--- src/rtl/branch_predictor.sv ---
// Direct-mapped BTB with 2-bit saturating direction counters.
// Ports: CLK/RST, IF lookup (if_pc -> bp_stat, pred_taken, pred_npc, btb_hit),
// MEM training (upd_*), saturating branch / mispredict counters.
package dp_types_pkg;
  typedef enum logic [1:0] {
    BPRED_NS = 2'b00,
    BPRED_NH = 2'b01,
    BPRED_TH = 2'b10,
    BPRED_TS = 2'b11
  } bpred_t;
endpackage

module branch_predictor
  import dp_types_pkg::*;
#(
  parameter int ENTRIES = 16
) (
  input  logic        CLK,
  input  logic        RST,
  input  logic [31:0] if_pc,
  output logic [1:0]  bp_stat,
  output logic        pred_taken,
  output logic [31:0] pred_npc,
  output logic        btb_hit,
  input  logic        upd_en,
  input  logic [31:0] upd_pc,
  input  logic        upd_taken,
  input  logic [31:0] upd_target,
  input  logic        upd_mispred,
  output logic [31:0] br_count,
  output logic [31:0] mispred_count
);

  localparam int IDX  = $clog2(ENTRIES);
  localparam int TAGW = 30 - IDX;

  logic            valid_q [ENTRIES];
  logic [TAGW-1:0] tag_q   [ENTRIES];
  logic [31:0]     tgt_q   [ENTRIES];
  logic [1:0]      ctr_q   [ENTRIES];

  logic [31:0] br_q, br_d;
  logic [31:0] mp_q, mp_d;

  logic [IDX-1:0]  lidx;
  logic [TAGW-1:0] ltag;
  logic            lhit;
  logic [31:0]     seq_npc;

  assign lidx = if_pc[IDX+1:2];
  assign ltag = if_pc[31:IDX+2];
  assign lhit = valid_q[lidx] && (tag_q[lidx] == ltag);
  // Low PC bits never carry into bit 2, so masking after the add aligns.
  assign seq_npc = (if_pc + 32'd4) & 32'hFFFF_FFFC;

  always_comb begin
    btb_hit    = lhit;
    bp_stat    = BPRED_NH;
    pred_taken = 1'b0;
    pred_npc   = seq_npc;
    if (lhit) begin
      bp_stat    = ctr_q[lidx];
      pred_taken = ctr_q[lidx][1];
      pred_npc   = ctr_q[lidx][1] ? tgt_q[lidx] : seq_npc;
    end
  end

  logic [IDX-1:0]  uidx;
  logic [TAGW-1:0] utag;
  logic            uhit;
  logic            wr_en;
  logic [1:0]      ctr_d;
  logic [31:0]     tgt_d;
  logic            unused_lsb;

  assign uidx       = upd_pc[IDX+1:2];
  assign utag       = upd_pc[31:IDX+2];
  assign uhit       = valid_q[uidx] && (tag_q[uidx] == utag);
  assign unused_lsb = ^upd_pc[1:0];

  always_comb begin
    wr_en = 1'b0;
    ctr_d = ctr_q[uidx];
    tgt_d = tgt_q[uidx];
    if (upd_en) begin
      unique case (1'b1)
        uhit && upd_taken: begin
          wr_en = 1'b1;
          ctr_d = (ctr_q[uidx] == BPRED_TS) ? BPRED_TS
                                            : ctr_q[uidx] + 2'd1;
          tgt_d = upd_target;
        end
        uhit && !upd_taken: begin
          wr_en = 1'b1;
          ctr_d = (ctr_q[uidx] == BPRED_NS) ? BPRED_NS
                                            : ctr_q[uidx] - 2'd1;
        end
        !uhit && upd_taken: begin
          // Allocation evicts whatever aliased entry lives here.
          wr_en = 1'b1;
          ctr_d = BPRED_TH;
          tgt_d = upd_target;
        end
        default: ;
      endcase
    end
  end

  always_comb begin
    br_d = br_q;
    mp_d = mp_q;
    if (upd_en) begin
      if (br_q != 32'hFFFF_FFFF) br_d = br_q + 32'd1;
      if (upd_mispred && mp_q != 32'hFFFF_FFFF) mp_d = mp_q + 32'd1;
    end
  end

  always_ff @(posedge CLK) begin
    if (RST) begin
      for (int i = 0; i < ENTRIES; i++) begin
        valid_q[i] <= 1'b0;
        ctr_q[i]   <= BPRED_NH;
      end
      br_q <= '0;
      mp_q <= '0;
    end else begin
      if (wr_en) begin
        valid_q[uidx] <= 1'b1;
        ctr_q[uidx]   <= ctr_d;
      end
      br_q <= br_d;
      mp_q <= mp_d;
    end
  end

  // Tags and targets need no reset; valid gates their use.
  always_ff @(posedge CLK) begin
    if (!RST && wr_en) begin
      tag_q[uidx] <= utag;
      tgt_q[uidx] <= tgt_d;
    end
  end

  assign br_count      = br_q;
  assign mispred_count = mp_q;

endmodule

--- config.mk ---
export PLATFORM = sky130hd
export DESIGN_NAME = branch_predictor
export DESIGN_NICKNAME = d
export VERILOG_FILES = /design/src/rtl/branch_predictor.sv
export SDC_FILE = /design/constraint.sdc
export NUM_CORES = 1
export LEC_CHECK = 0
export ABC_AREA = 1
export CORE_UTILIZATION = 45
export DETAILED_ROUTE_END_ITERATION = 7
export PLACE_DENSITY = 0.59
export SYNTH_ARGS = -nofsm -noshare
export SYNTH_HDL_FRONTEND = slang
export SYNTH_SLANG_ARGS = --single-unit
--- constraint.sdc ---
create_clock -name CLK -period 5.1 [get_ports CLK]
set_clock_uncertainty 0.05 [all_clocks]
set_input_delay 1.02 -clock CLK [delete_from_list [all_inputs] [get_ports CLK]]
set_output_delay 1.02 -clock CLK [all_outputs]
set_load 0.02 [all_outputs]
======== Word-level counts from Yosys, hierarchy flattened ========
Memories as Yosys holds them, arrays and structs flattened.
Index checks and enable logic that the tools add are counted.
operators by class
  add/subtract/negate cells ............... 5
  multipliers ............................. 0
  divide/modulo/power cells ............... 0
  order comparisons ....................... 0
  equality and inequality tests ........... 7
  shift-type cells ........................ 0
  mux-type cells .......................... 25
  bitwise operators ....................... 0
  reduce and logical (&&, ||, !) cells .... 18
operators with widths
  kind                                                                 number
  32-bit 2-to-1 mux                                                    4
  32-bit by 1-bit adder with 32-bit output (second input constant)     2
  32-bit inequality test (second input constant)                       2
  26-bit == test                                                       2
  32-bit by 3-bit adder with 32-bit output (second input constant)     1
  1-bit 2-to-1 mux                                                     13
  2-bit 2-to-1 mux                                                     5
  4-bit 2-to-1 mux                                                     2
  1-bit logical AND                                                    7
  2-bit case mux with 3 select lines                                   1
  2-bit AND reduction                                                  2
  2-bit OR reduction                                                   2
  1-bit logical NOT                                                    3
  3-bit AND reduction                                                  1
  3-bit OR reduction                                                   1
  2-bit by 1-bit adder with 2-bit output (second input constant)       1
  2-bit == test (second input constant)                                1
  2-bit logical NOT                                                    1
  2-bit inequality test (second input constant)                        1
  2-bit by 1-bit subtractor with 2-bit output (second input constant)  1
  1-bit inequality test (second input constant)                        1
  1-bit OR reduction                                                   1
word-level totals
  register bits after elaboration ......... 64
  bits in latches ......................... 0
  RAM bits ................................ 976
  memory bits (read-only) ................. 0
  bits of input ports ..................... 101
  output and inout port bits .............. 100
  word-level logic and storage cells ...... 61
  memories ................................ 4
memory list
  name     words  bits a word  rd ports  clocked after Yosys merged registers in  wr ports  RTL line  text
  tgt_q    16     32           1         0                                        1         39        logic [31:0] tgt_q [ENTRIES];
  tag_q    16     26           2         0                                        1         38        logic [TAGW-1:0] tag_q [ENTRIES];
  ctr_q    16     2            2         0                                        16        40        logic [1:0] ctr_q [ENTRIES];
  valid_q  16     1            2         0                                        16        37        logic valid_q [ENTRIES];

======== Depth between registers and ports, before layout ========
Gate-level depths: netlist of run 1.
An unclocked memory read counts as a cell.
  depth after elaboration ................. 13
  gate-level depth with buffers ........... 24
  gate-level depth less buffers ........... 20

======== Least setup slack after synthesis of run 1 ========
No wires, ideal clock.
  kind .................................... input to register
  start ................................... input upd_pc[2]
  end ..................................... memory tag_q[0][0] (netlist name) (enable)
  arrival ................................. 3.753 ns
  slack ................................... 0.887 ns
  stages on the path ...................... 18
  cells stage by stage .................... buf_4 > buf_6 > buf_4 > nand2_1 > o21ai_1 > nand2_1 > nand2_1 > nand2_1 > nand2_1 > o21bai_1 > inv_1 > nor2_1 > nand2_1 > nor2_1 > nand2_1 > o21bai_4 > nand2_4 > nor2_1
between the ends
  word-level cells in the longest chain between the ends .. 11
  elaborated cells on any way between the ends .. 14
ends and longest elaborated chain
  element                                 RTL line  text
  start: declaration                      26        input logic [31:0] upd_pc,
  memory 16 x 26 bit                      --
  26-bit == test                          78        assign uhit = valid_q[uidx] && (tag_q[uidx] == utag);
  1-bit logical AND                       78
  1-bit logical NOT                       98        !uhit && upd_taken: begin
  1-bit logical AND                       98
  3-bit OR reduction (no line)            --
  1-bit 2-to-1 mux                        86        unique case (1'b1)
  1-bit 2-to-1 mux                        85        if (upd_en) begin
  1-bit logical AND                       138       if (!RST && wr_en) begin
  1-bit 2-to-1 mux                        138
  1-bit 2-to-1 mux (implied by the code)  139       tag_q[uidx] <= utag;
  end: declaration                        38
Parallel ways exist; a longest one is shown, timed or not.

======== Final worst setup path of run 1 ========
  start ................................... input if_pc[2]
  end ..................................... output pred_npc[7]
between the ends
  word-level cells in the longest chain between the ends .. 4
  elaborated cells on any way between the ends .. 9
ends and longest elaborated chain
  element                                                                                           RTL line  text
  start: declaration                                                                                20        input logic [31:0] if_pc,
  parallel branches: the longest is 3 deep, another holds 32-bit by 3-bit adder with 32-bit output  --
  32-bit 2-to-1 mux *                                                                               61        if (lhit) begin
  end: declaration                                                                                  23        output logic [31:0] pred_npc,
Every way passes the cells marked *.

==> results of run 1 <==
==> path summary, 6_finish.rpt <==
check	cells past startpoint	end	slack, ns
worst max-delay path	20	pred_npc[7]	-0.003
worst min-delay path	2	valid_q[15]$_DFF_P_	0.43
worst max register to register	18	tag_q[2][19]$_DFFE_PP_	1.99
worst min register to register	2	valid_q[15]$_DFF_P_	0.43
==> final cells by class <==
| class | instances | area [µm²] |
|---|---|---|
| Antenna cell | 5 | 12.51 |
| Clock buffer | 150 | 3089 |
| Clock inverter | 58 | 593.1 |
| Fill cell | 9561 | 49970 |
| Inverter | 302 | 1164 |
| Multi-Input combinational cell | 3602 | 16530 |
| Sequential cell | 1040 | 30430 |
| Tap cell | 1414 | 1769 |
| Timing Repair Buffer | 497 | 5294 |
==> cell usage in the layout, fill, tap and decap left out, types with 19 or more instances in the layout <==
cell                n
edfxtp_1          960
inv_1             286
clkbuf_1           25
dfxtp_1            80
nand3_1           209
buf_4             226
o21ai_1            24
o211ai_1           59
a21oi_1           123
o21ai_0           618
clkbuf_16         118
dlygate4sd2_1      19
clkdlybuf4s50_1   156
nor2_1            642
nor2_4             38
nand4_1            29
o221ai_1           51
nor3_1             62
xor2_1             33
clkinv_1           24
o22ai_1            96
buf_12             67
nand2_1          1508
==> through the flow <==
stage | instances | area, µm² | hold WS, ns
global route | 7064 | 58870 | 0.4514
detailed placement | 6851 | 54950 | 0.4116
global placement | 6851 | 54950 | 0.4013
finish | 7068 | 58880 | 0.4265
CTS | 7062 | 58790 | 0.4267
floorplan | 5246 | 49410 | 0.3912
==> power by group through the flow <==
stage	clock (W)	sequential (W)	combinational [W]
3_5_place_dp	0	0.00957	0.00184
3_3_place_gp	0	0.00957	0.00182
4_1_cts	0.00826	0.00939	0.00186
6_report	0.00816	0.00939	0.00189
2_1_floorplan	0	0.00957	0.000971
5_1_grt	0.00857	0.00939	0.00204
==> what timing repair did <==
action,in CTS,in global routing
cloned,3,1
pin swaps,0,0
setup endpoints to repair,35,33
setup buffers,0,0
gates resized for setup,33,19
==> flip-flops by register name (all words and copies together), names as in the netlist <==
| signal | count |
|---|---|
| tag_q | 416 |
| valid_q | 16 |
| tgt_q | 512 |
| br_count | 32 |
| mispred_count | 32 |
| ctr_q | 32 |
==> worst max-delay path: stages <==
cell and delay [ns]:
buf_12 0.15, inv_16 0.16, buf_16 0.21, nor2_1 0.07, o22ai_1 0.17, buf_4 0.15, nand2_1 0.05, nand2_1 0.07
clkinv_1 0.11, nand3_1 0.09, nand2_1 0.14, buf_4 0.16, nor2_1 0.12, nand3_1 0.13, nor2_4 0.14, buf_12 0.17
nand2_4 0.16, nand2_1 0.09, nand2_1 0.04, clkdlybuf4s50_1 0.53
==> cell families after synthesis <==
family / Yosys count / synth area share [%]
multiplexers: 10 / 0.2279
XOR/XNOR: 34 / 0.6027
adder cells (fa/ha/maj): 3 / 0.07598
buffers and inverters: 604 / 5.399
AND/OR/NAND/NOR: 2536 / 20.60
AO/OA/AOI/OAI: 1019 / 11.51
flip-flops: 1040 / 61.59
==> routing by layer <==
metal / vias to the layer above / GRT usage, % / part of all wire, %
met5: - / 0 / 0.049
met4: 12 / 9.344 / 3.2
met1: 19240 / 41.48 / 43
li1: 18640 / - / -
met2: 1858 / 45.38 / 45
met3: 306 / 4.378 / 8.9
==> summary.txt, run 1 <==
Status
  • Outcome: finished with violations
  • Failing checks: setup timing

Synth
  • Post-synthesis register bit count: 1040
  • Most frequent cell after synthesis: nand2_1
  • Mapped cell area: 49410 µm²
  • Synth Instances: 5246
  • Mapped Nets: 5350
  • Yosys warning count: 0
  • Synth cell types: 50
  • EDFF count, synth: 960
  • Yosys top cell area share: 58.35%
  • Asr flop ratio synth: 0%
  • Post-synth top area cell: edfxtp_1
  • Dominant synthesized flop cell: edfxtp_1
  • Most area-consuming cells after synthesis: edfxtp_1, nand2_1, o21ai_0
  • Commonest cells post-synth: nand2_1, edfxtp_1, nor2_1
  • Post-synthesis sequential area ratio: 61.59%
  • Syn Area/Cell: between 9 and 10 µm²

Power and ir drop
  • Internal power: 0.01470 W
  • Peak supply drop: 0.0002795 V
  • Clock Power Share: 42.0%
  • Static leakage: about 22 nW
  • PwrDens: approximately 330 nW/µm²
  • Reg power frac: 48.3%
  • Power Total: 0.01944 W
  • Comb pwr share: between 9 and 10%
  • Net Sw Power: 0.004743 W
  • Sw frac: 24.40%

Worst setup path
  • Crit Path Max Fanout: 35
  • Arrival @ worst endpoint: 4.03 ns
  • Worst setup path category: input pin to output pin
  • CP required: 4.03 ns
  • Endpoint class of the critical path: output pin
  • CP startpoint: if_pc[2]
  • CP startpoint kind: input pin
  • Reg2Reg Launch Point: tag_q[12][4]$_DFFE_PP_

CTS
  • TritonCTS clock tree: built
  • Clock-pin slew on the worst setup and hold paths: 0.06 ns
  • CTS H-tree lvls: 3
  • CTS root buf: clkbuf_16
  • Hold_buf cts: 0
  • Clk Latency, worst-skew pair: 0.73 ns
  • TritonCTS buffer count: ~110
  • Clock sinks: 1040
  • Maximum clock path buffer count: 3

STA
  • Max Fclk: 196.0 MHz
  • Final min period: 5.103 ns
  • Final period utilization: 100.1%
  • RSZ-0062 raised after global routing: true
  • Hold Fails Final Rpt: 0
  • Worst-margin pin slew: 0.9948 ns
  • Fin worst setup slack: -0.003337 ns
  • Max_slew headroom: 33.68%
  • Setup TNS: -0.003337 ns
  • Final Setup Violations: 1
  • Max Slew Vio Count: 0

Final layout
  • Area delta synth->final: 19.17%
  • Post-layout util: between 50% and 60%
  • Layout cells sized above 1: 9.719%
  • Final Net Count: ~5700

Global route
  • Vias in the first global route: 36860
  • Total GRT Usage: 29.03%
  • Global-route wire length before repair: 240300 µm
  • Total grt overflow: 0
  • Largest net degree at the start of global routing: 245
  • Initial antenna violation count: 10

Floorplan
  • Initial Util: 45.39%
  • Core box area: 108900 µm²
  • Height of the die: around 330 µm
  • Die ar.: 111100 µm²
  • # IOs: 201
  • Die W: 333.4 µm
  • # rows: around 120

Min path
  • Critical hold path startpoint: valid_q[15]$_DFF_P_
  • HP Class: flip-flop to flip-flop

Run
  • Max Cap Viol: 0

Detailed routing
  • Vias: 40050
  • # DRC: 0
  • Routed vias/inst: 5.667
  • Initial DRC count: 4743
  • Final WL: about 160000 µm
  • Routed WL per cell: 23.24 µm
  • Antenna-violating nets left: 0
  • Drt pass-1 iters: 6

Placement
  • Dpl ws: -0.2534 ns
  • GPL Wtd Cong: ~0.93
  • Dpl hpwl: 101900 µm
  • I/O Buffers: 196
Power figures use the tool's default switching activity.
==> run 2, diff against run 1 <==
- CORE_MARGIN: unset -> 5
==> run 2 against run 1 <==
The run now ends clean. Combinational power barely moved. Power fell by 0.37%. Flip-flop and latch count did not move. Global-route usage fell by 1.7 points. Design area rose by 0.54%. Die area rose by 4.9%. Non-clock buffer count rose by 21.
==> summary.txt, run 2 (synthesis gave the netlist of run 1 again) <==
Status
  • Outcome: finished clean (was finished with violations)

Worst setup path
  • Worst setup path category: input pin to output pin (unchanged)
  • CP startpoint: if_pc[2] (unchanged)
  • Crit Path Max Fanout: 39 (was 35)
  • Endpoint class of the critical path: output pin (unchanged)
  • Arrival @ worst endpoint: 3.82 ns (was 4.03 ns)
  • Worst R2R Path Depth: 17 (was 18)
  • Reg2Reg Launch Point: tag_q[11][21]$_DFFE_PP_ (was tag_q[12][4]$_DFFE_PP_)
  • CP startpoint kind: input pin (unchanged)
  • CP required: 4.03 ns (about the same)
  • FF-to-FF End: tag_q[1][23]$_DFFE_PP_ (was tag_q[2][19]$_DFFE_PP_)
  • R2R Setup Slk: 1.89 ns (was 1.99 ns)

Power and ir drop
  • Clock Power Share: 41.7% (was 42.0%)
  • Peak supply drop: 0.0002651 V (was 0.0002795 V)
  • Net Sw Power: 0.004699 W (was 0.004743 W)
  • PwrDens: 327.1 nW/µm² (was 330.1 nW/µm²)
  • Reg power frac: 48.5% (was 48.3%)
  • Sw frac: 24.26% (was 24.40%)
  • Static leakage: 22.46 nW (was 22.18 nW)
  • Internal power: 0.01467 W (was 0.01470 W)
  • Comb pwr share: 9.9% (was 9.7%)

Floorplan
  • Die W: 341.4 µm (was 333.4 µm)
  • Height of the die: 341.4 µm (was 333.4 µm)
  • Core box area: 109000 µm² (was 108900 µm²)
  • # IOs: 201 (unchanged)
  • Initial Util: 45.33% (was 45.39%)
  • Die ar.: 116500 µm² (was 111100 µm²)
  • # rows: 121 (unchanged)

Min path
  • HP Class: flip-flop to flip-flop (unchanged)
  • Min-Delay Path Depth: 2 (unchanged)
  • Hold worst-path end: valid_q[7]$_DFF_P_ (was valid_q[15]$_DFF_P_)
  • Critical hold path startpoint: valid_q[7]$_DFF_P_ (was valid_q[15]$_DFF_P_)

STA
  • Max Fclk: 204.4 MHz (was 196.0 MHz)
  • Final min period: 4.892 ns (was 5.103 ns)
  • Fin worst setup slack: 0.2077 ns (was -0.003337 ns)
  • Hold Fails Final Rpt: 0 (unchanged)
  • Final period utilization: 95.93% (was 100.1%)
  • Worst-margin pin slew: 0.8206 ns (was 0.9948 ns)
  • RSZ-0062 raised after global routing: false (was true)
  • Max_slew headroom: 45.17% (was 33.68%)
  • Max Slew Vio Count: 0 (unchanged)
  • Final Setup Violations: 0 (was 1)

Final layout
  • Fillers: 9614 (was 9561)
  • Reg with most FFs: tgt_q (unchanged)
  • Largest registers: tgt_q x512, tag_q x416 (unchanged)
  • Commonest cells after routing, fill and taps aside: nand2_1, edfxtp_1, nor2_1 (unchanged)
  • Area delta synth->final: 19.81% (was 19.17%)
  • Largest register FFs: 512 (unchanged)
  • Final Net Count: 5680 (was 5659)
  • Commonest non-fill, non-tap cell in the layout: nand2_1 (unchanged)
  • Layout cells sized above 1: 10.08% (was 9.719%)
  • Post-layout util: 54.31% (was 54.09%)

CTS
  • Post-CTS Setup Repair Bufs: 0 (unchanged)
  • Clk Latency, worst-skew pair: 0.71 ns (was 0.73 ns)
  • TritonCTS clock tree: built (unchanged)
  • CTS H-tree lvls: 3 (unchanged)
  • TritonCTS buffer count: 112 (unchanged)
  • Clock sinks: 1040 (unchanged)
  • Clock-pin slew on the worst setup and hold paths: 0.06 ns (about the same)
  • Maximum clock path buffer count: 3 (unchanged)
  • CTS root buf: clkbuf_16 (unchanged)

Global route
  • Vias in the first global route: 37130 (was 36860)
  • Global-route wire length before repair: 239900 µm (was 240300 µm)
  • Initial antenna violation count: 8 (was 10)
  • Met3 Use GR: 5.097% (was 4.378%)
  • Met1 Use GR: 38.06% (was 41.48%)
  • Largest net degree at the start of global routing: 117 (was 245)
  • Total GRT Usage: 27.34% (was 29.03%)
  • Most Crowded Layer GR: met2 (unchanged)
  • Met2 Usage GRT: 43.89% (was 45.38%)
  • Total grt overflow: 0 (unchanged)

Detailed routing
  • Final WL: 163800 µm (was 164300 µm)
  • Vias: 40030 (was 40050)
  • Initial DRC count: 4356 (was 4743)
  • Antenna-violating nets left: 0 (unchanged)
  • Routed vias/inst: 5.643 (was 5.667)
  • Drt pass-1 iters: 7 (was 6)
  • # DRC: 0 (unchanged)
  • Routed WL per cell: 23.09 µm (was 23.24 µm)

Run
  • Max Cap Viol: 0 (unchanged)

Placement
  • GPL Wtd Cong: 0.9102 (was 0.9306)
  • I/O Buffers: 196 (unchanged)
  • Dpl ws: -0.2615 ns (was -0.2534 ns)
  • Dpl hpwl: 102700 µm (was 101900 µm)
==> run 2: cell count changes in the layout (fill, tap and decap cells not counted), sizes merged <==
| cell | before | now |
|---|---|---|
| clkbuf | 152 | 144 |
| bufbuf | 3 | 1 |
| clkdlybuf4s50 | 156 | 154 |
| bufinv | 9 | 10 |
| clkinvlp | 6 | 2 |
| clkinv | 43 | 56 |
| buf | 301 | 325 |
| dlygate4sd2 | 19 | 6 |
| diode | 5 | 6 |
| inv | 302 | 303 |
| dlymetal6s2s | 16 | 30 |
==> run 2: power by group through the flow <==
stage                     combinational, W  clock [W]  sequential [W]
after global routing               0.00206    0.00855         0.00939
final                              0.00191    0.00807         0.00939
after CTS                          0.00188    0.00818         0.00939
after detailed placement           0.00187          0         0.00957
after global placement             0.00186          0         0.00957
after floorplan                   0.000971          0         0.00957
==> run 2: per-stage QoR <==
stage	power (W)	setup TNS, ns	hold slack, ns	area, µm²	std cells
after detailed placement	0.01144	-7.410	0.4107	55350	6874
final	0.01937	0	0.4206	59200	7093
after global routing	0.02000	0	0.4398	59190	7089
after CTS	0.01945	0	0.4212	59060	7086
after global placement	0.01143	-7.897	0.4044	55350	6874
after floorplan	0.01054	0	0.3912	49410	5246
==> run 2: worst max-delay path: stages <==
cell and delay (ns):
buf_8 0.15, inv_12 0.16, buf_16 0.22, buf_4 0.20, o21ai_0 0.11, o211ai_1 0.09, nand3_1 0.21, nand3_1 0.18
nand2_1 0.07, nor2_1 0.09, nand2_1 0.07, nor2_1 0.12, nand2_1 0.12, nor2_4 0.13, buf_12 0.17, nand2_4 0.15
nand2_1 0.09, nand2_1 0.08, dlygate4sd2_1 0.33
==> run 2: layout make-up <==
class | count | area, µm² | area share [%]
multi-input cells | 3602 | 16530 | 27.92
clock inverters | 69 | 641.9 | 1.084
well taps | 1414 | 1769 | 2.989
clock buffers | 142 | 2999 | 5.066
inverters | 302 | 1160 | 1.959
diodes | 6 | 15.01 | 0.02536
flip-flops and latches | 1040 | 30430 | 51.40
repair buffers | 518 | 5655 | 9.553
==> run 2: worst max-delay path by stage <==
stage                            endpoint  slack [ns]
global placement             pred_npc[18]       -0.29
floorplan           tag_q[0][0]$_DFFE_PP_        0.89
CTS                          pred_npc[28]       0.002
finish                       pred_npc[26]        0.21
detailed placement           pred_npc[18]       -0.26
global route                 pred_npc[11]       0.009
==> run 2: routing by layer <==
layer  vias to the layer above  routed length, µm
met5                         -                 22
met4                         4               5612
met3                       331              14190
met2                      1742              75230
met1                     19250              68740
li1                      18700                  -
==> run 2: timing repair <==
action,CTS,global route
setup endpoints to repair,35,34
hold buffers,0,0
resized for setup,16,36
cloned,1,1
